File: src/rtl/frv_bitwise_wb.sv
// Writeback sequencer for the bitwise unit: buffers 32/64-bit results in a small FIFO
// and turns each into one or two GPR writes on a single acked register-file port.
module frv_bitwise_wb #(
    parameter int DEPTH = 2
) (
    input  logic        g_clk,
    input  logic        g_reset,
    input  logic        flush,
    input  logic        fu_valid,
    output logic        fu_ready,
    input  logic [63:0] fu_result,
    input  logic        fu_wide,
    input  logic [4:0]  fu_rd,
    output logic        rf_wen,
    output logic [4:0]  rf_waddr,
    output logic [31:0] rf_wdata,
    input  logic        rf_ack,
    output logic [31:0] pending,
    output logic        busy
);

    localparam int AW = $clog2(DEPTH);
    localparam logic [0:0]  PH_LO   = 1'b0;
    localparam logic [0:0]  PH_HI   = 1'b1;
    localparam logic [AW-1:0] PTR_ONE  = AW'(1);
    localparam logic [AW-1:0] PTR_ZERO = AW'(0);
    localparam logic [AW:0]   CNT_ONE  = (AW+1)'(1);
    localparam logic [AW:0]   CNT_ZERO = (AW+1)'(0);
    localparam logic [AW:0]   CNT_FULL = (AW+1)'(DEPTH);

    logic [63:0]      res_mem_r [DEPTH];
    logic [4:0]       rd_mem_r  [DEPTH];
    logic [DEPTH-1:0] wide_mem_r;
    logic [AW-1:0]    rd_ptr_r;
    logic [AW-1:0]    wr_ptr_r;
    logic [AW:0]      count_r;
    logic [0:0]       phase_r;

    logic        head_valid_s;
    logic        push_s;
    logic        pop_s;
    logic        to_hi_s;
    logic [63:0] head_res_s;
    logic [4:0]  head_rd_s;
    logic        head_wide_s;
    logic [31:0] pending_s;

    // Accept side and head entry fetch
    always_comb begin
        fu_ready     = !g_reset && !flush && (count_r < CNT_FULL);
        push_s       = fu_valid && fu_ready;
        head_valid_s = (count_r != CNT_ZERO);
        busy         = head_valid_s;
        head_res_s   = res_mem_r[rd_ptr_r];
        head_rd_s    = rd_mem_r[rd_ptr_r];
        head_wide_s  = wide_mem_r[rd_ptr_r];
    end

    // Head write request; narrow writes to x0 retire without using the port
    always_comb begin
        rf_wen   = 1'b0;
        rf_waddr = 5'd0;
        rf_wdata = 32'd0;
        pop_s    = 1'b0;
        to_hi_s  = 1'b0;
        if (head_valid_s) begin
            if (phase_r == PH_HI) begin
                rf_wen   = 1'b1;
                rf_waddr = {head_rd_s[4:1], 1'b1};
                rf_wdata = head_res_s[63:32];
                pop_s    = rf_ack;
            end else if (head_wide_s) begin
                rf_wen   = 1'b1;
                rf_waddr = {head_rd_s[4:1], 1'b0};
                rf_wdata = head_res_s[31:0];
                to_hi_s  = rf_ack;
            end else if (head_rd_s != 5'd0) begin
                rf_wen   = 1'b1;
                rf_waddr = head_rd_s;
                rf_wdata = head_res_s[31:0];
                pop_s    = rf_ack;
            end else begin
                pop_s    = 1'b1;
            end
        end else begin
            rf_wen   = 1'b0;
        end
    end

    // Pending mask over live entries; a head already in HI only still owes rd_hi
    always_comb begin
        logic [AW-1:0] idx;
        idx       = PTR_ZERO;
        pending_s = 32'd0;
        for (int k = 0; k < DEPTH; k++) begin
            idx = rd_ptr_r + AW'(k);
            if ((AW+1)'(k) < count_r) begin
                if ((idx == rd_ptr_r) && (phase_r == PH_HI)) begin
                    pending_s[{rd_mem_r[idx][4:1], 1'b1}] = 1'b1;
                end else if (wide_mem_r[idx]) begin
                    pending_s[{rd_mem_r[idx][4:1], 1'b0}] = 1'b1;
                    pending_s[{rd_mem_r[idx][4:1], 1'b1}] = 1'b1;
                end else begin
                    pending_s[rd_mem_r[idx]] = 1'b1;
                end
            end else begin
                pending_s = pending_s;
            end
        end
        pending = {pending_s[31:1], 1'b0};
    end

    // FIFO storage; no reset needed since count gates validity
    always_ff @(posedge g_clk) begin
        if (push_s) begin
            res_mem_r[wr_ptr_r]  <= fu_result;
            rd_mem_r[wr_ptr_r]   <= fu_rd;
            wide_mem_r[wr_ptr_r] <= fu_wide;
        end
    end

    // Pointers, occupancy and head phase
    always_ff @(posedge g_clk) begin
        if (g_reset) begin
            rd_ptr_r <= PTR_ZERO;
            wr_ptr_r <= PTR_ZERO;
            count_r  <= CNT_ZERO;
            phase_r  <= PH_LO;
        end else if (flush) begin
            if ((phase_r == PH_HI) && head_valid_s && !rf_ack) begin
                // keep only the half-written head so the pair completes
                count_r  <= CNT_ONE;
                wr_ptr_r <= rd_ptr_r + PTR_ONE;
                phase_r  <= PH_HI;
            end else begin
                count_r  <= CNT_ZERO;
                wr_ptr_r <= rd_ptr_r;
                phase_r  <= PH_LO;
            end
        end else begin
            rd_ptr_r <= rd_ptr_r + (pop_s ? PTR_ONE : PTR_ZERO);
            wr_ptr_r <= wr_ptr_r + (push_s ? PTR_ONE : PTR_ZERO);
            count_r  <= count_r + (push_s ? CNT_ONE : CNT_ZERO) - (pop_s ? CNT_ONE : CNT_ZERO);
            if (pop_s) begin
                phase_r <= PH_LO;
            end else if (to_hi_s) begin
                phase_r <= PH_HI;
            end else begin
                phase_r <= phase_r;
            end
        end
    end

endmodule

File: config.mk
export PLATFORM = sky130hd
export DESIGN_NAME = frv_bitwise_wb
export DESIGN_NICKNAME = d
export VERILOG_FILES = /design/src/rtl/frv_bitwise_wb.sv
export SDC_FILE = /design/constraint.sdc
export NUM_CORES = 1
export LEC_CHECK = 0
export BUFFER_PORTS_ARGS = -buffer_cell sky130_fd_sc_hd__buf_2
export CORE_MARGIN = 2
export CORE_UTILIZATION = 30
export CTS_BUF_LIST = sky130_fd_sc_hd__clkbuf_4 sky130_fd_sc_hd__clkbuf_8
export DETAILED_ROUTE_END_ITERATION = 6
export GPL_ROUTABILITY_DRIVEN = 0
export PLACE_DENSITY = 0.5
export SYNTH_ARGS = -nofsm -noshare
export SYNTH_HDL_FRONTEND = slang
export SYNTH_SLANG_ARGS = --single-unit
File: constraint.sdc
create_clock -name g_clk -period 5.8 [get_ports g_clk]
set_input_delay 1.16 -clock g_clk [delete_from_list [all_inputs] [get_ports g_clk]]
set_output_delay 1.16 -clock g_clk [all_outputs]
set_load 0.05 [all_outputs]
==> flow_metrics.tcl <==
set metrics [dict create \
    syn_area_per_cell_um2 16.5 \
    syn2layout_area_growth_pct 22.0 \
    outcome "complete, no violations" \
    grt_max_degree 71 \
    syn_nets 469 \
    synth_seq_cells 146 \
    io_buffers 145 \
    leakage_nw 2.77 \
    ant_nets 0 \
    die_height_um 150 \
    die_area_um2 22600 \
    clock_power_share_pct 39.2 \
    mostFrequentLayoutCell "buf_2" \
    synth_simple_gate_area_share_pct 8.47 \
    pin_count 147 \
    cp-start-kind "register" \
    slew_headroom_pct 28.3 \
    hp-class "register to register" \
    layout.nets 613 \
    muxShareOfSynthArea_pct 13.4 \
    crit_type "register to primary output" \
    worst_ep_required_time_ns 4.64 \
    rsz0062_at_grt "false" \
    synthAdderAreaFrac_pct 0.779 \
    antenna_found_initial 3 \
    htree_levels 4 \
    cts_hold_buf 0 \
    tns_ns 0 \
    viasPerCell 4.84 \
    ctsResizeCount 0 \
    placed_cells 790 \
    swShare_pct 20.8 \
    hold_viol 0 \
    whs_ns 0.616 \
    vias 3986 \
    coreArea_um2 21000 \
    final_cell_mix "145 x buf_2, 140 x edfxtp_1, 38 x nor2b_1, 32 x mux4_2, 25 x o22ai_1" \
    final_cells 824 \
    dp_hpwl_mm 9.63 \
    synth_cell_types 46 \
    critPathCaptureType "primary output" \
    syn_inst 390 \
    seq_area_frac_synth_pct 67.3 \
    worst_slack_ns 1.35 \
    design_area_um2 7840 \
    path_clk_slew_ns 0.08 \
    place_ws_ns 1.73 \
    grt_usage_pct 13.0 \
    die_x_um 150 \
    slew_violations 0 \
    drc 0 \
    tightest_slew_ns 1.07 \
    wl_per_cell_um 17.7 \
    skew_ns 0.00858 \
    clk_latency_ns 0.42 \
    post-cts-setup-buffer-count 0 \
    initial_utilization_pct 30.6 \
    crit_fanout 19 \
    std_cell_rows 53 \
    syn_area_um2 6430 \
    arrival_ns 3.29 \
    min_period_ns 4.45 \
    p_per_area_nw_per_um2 273 \
    maxCapViolCount 0 \
    fmaxAchievable_mhz 225 \
    yosys.area_share.xor_xnor_pct 0.409 \
    pwr-share-seq_pct 55.2 \
    dr.pass1.iters 5 \
    post-route-util_pct 37.3 \
    dpl_cell_area_um2 7420 \
    grt-ovfl-total 0 \
    grt_pass1_wl_mm 22.0 \
    clock_sinks 146 \
    synth_compound_area_share_pct 6.79 \
    finalCritPeriodShare_pct 76.8 \
    power_frac_comb_pct 5.6 \
    p_switching_mw 0.445 \
    cts_tree "yes" \
    yosysWarnings 0 \
    drt_iter0_markers 300 \
    grt_pass1_vias 4093 \
    intPower_mw 1.70 \
    cts_made_buffers 17 \
    reg2reg_slack_ns 2.98 \
    routed_wirelength_mm 14.5 \
    synth_top_family_by_area "multiplexers" \
    setup_viol 0 \
    finalPower_mw 2.14 \
    ir_drop_mv 0.158 \
    clock_path_buffers 2 \
    cts_root_buf "clkbuf_8" \
    drive_gt1_share_pct 40.6 \
]
## power groups by stage
stage | sequential, mW | combinational [mW] | clock [mW]
floorplan | 1.21 | 0.0711 | 0
global placement | 1.21 | 0.118 | 0
detailed placement | 1.21 | 0.120 | 0
CTS | 1.18 | 0.121 | 0.872
global route | 1.19 | 0.130 | 0.920
finish | 1.18 | 0.119 | 0.840
## worst max-delay path, stage by stage (launching register included)
cell and delay [ns]:
dfxtp_1 0.78, mux2i_4 0.44, nand3b_4 0.17, o31ai_4 0.79, buf_4 0.39, nor2b_1 0.08, buf_2 0.22
## Yosys cell counts (all sizes together)
cell       n  area (um^2)
nand2b     4         25.0
nand2     19         71.3
nand3b     2         27.5
a32oi      4         35.0
dfxtp      6          120
nand3      9         45.0
xnor2      2         17.5
nor2b     38          238
nor3       5         25.0
o31ai      1         21.3
a22o       1         8.76
nand4b     1         8.76
o211ai     1         7.51
o32ai      6         52.6
a22oi      2         15.0
o22a       1         8.76
ha         4         50.1
or2        2         12.5
edfxtp   140         4200
mux2       5         60.1
nor2      14         52.6
nand4      2         12.5
nor3b      1         7.51
buf       18          120
and2       3         18.8
xor2       1         8.76
mux2i      7         82.6
a211o      1         8.76
a31oi      1         6.26
clkbuf     6         22.5
a2bb2oi    1         8.76
o22ai     25          156
o21ba      1         10.0
o41ai      2         25.0
mux4      32          721
a211oi     1         7.51
inv       10         37.5
conb       1         3.75
a32o       3         30.0
a21oi      7         35.0
## final timing paths
path	start	end	cells after the start
min	count_r[1]	count_r[1]	2
max	rd_ptr_r	rf_wdata[8]	6
max reg2reg	rd_ptr_r	count_r[1]	9
min reg2reg	count_r[1]	count_r[1]	2
## final cells by class
cell class	count	area, um^2
sequential	146	4330
fill	2014	13200
tap	275	344
clock inverter	12	163
clock buffer	20	256
multi-input combinational	210	1950
timing repair buffer	149	756
antenna	2	5.00
inverter	10	37.5
## kinds of logic (layout without fill, tap and decap cells)
group / after synthesis / after routing
buf+inv: 34 / 191
compound gates: 58 / 58
flops: 146 / 146
simple gates: 100 / 100
fa+ha+maj: 4 / 4
mux: 44 / 44
xor+xnor: 3 / 3
other cells: 1 / 3
## per-layer routing
| metal | vias up | global-route usage [%] | wire length [um] |
|---|---|---|---|
| met4 | 2 | 4.34 | 216 |
| met5 | - | 0 | 7 |
| li1 | 1846 | - | - |
| met3 | 21 | 4.70 | 1240 |
| met2 | 189 | 21.6 | 6920 |
| met1 | 1928 | 15.8 | 6160 |
## state kept, by name, summed over array words and instances, names as in the netlist, named ones only
signal and cells:
wide_mem_r 2, rd_mem_r 10, count_r 2, wr_ptr_r 1, rd_ptr_r 1, phase_r 1
res_mem_r 128
Note: power is estimated with default switching activity, not from simulation.
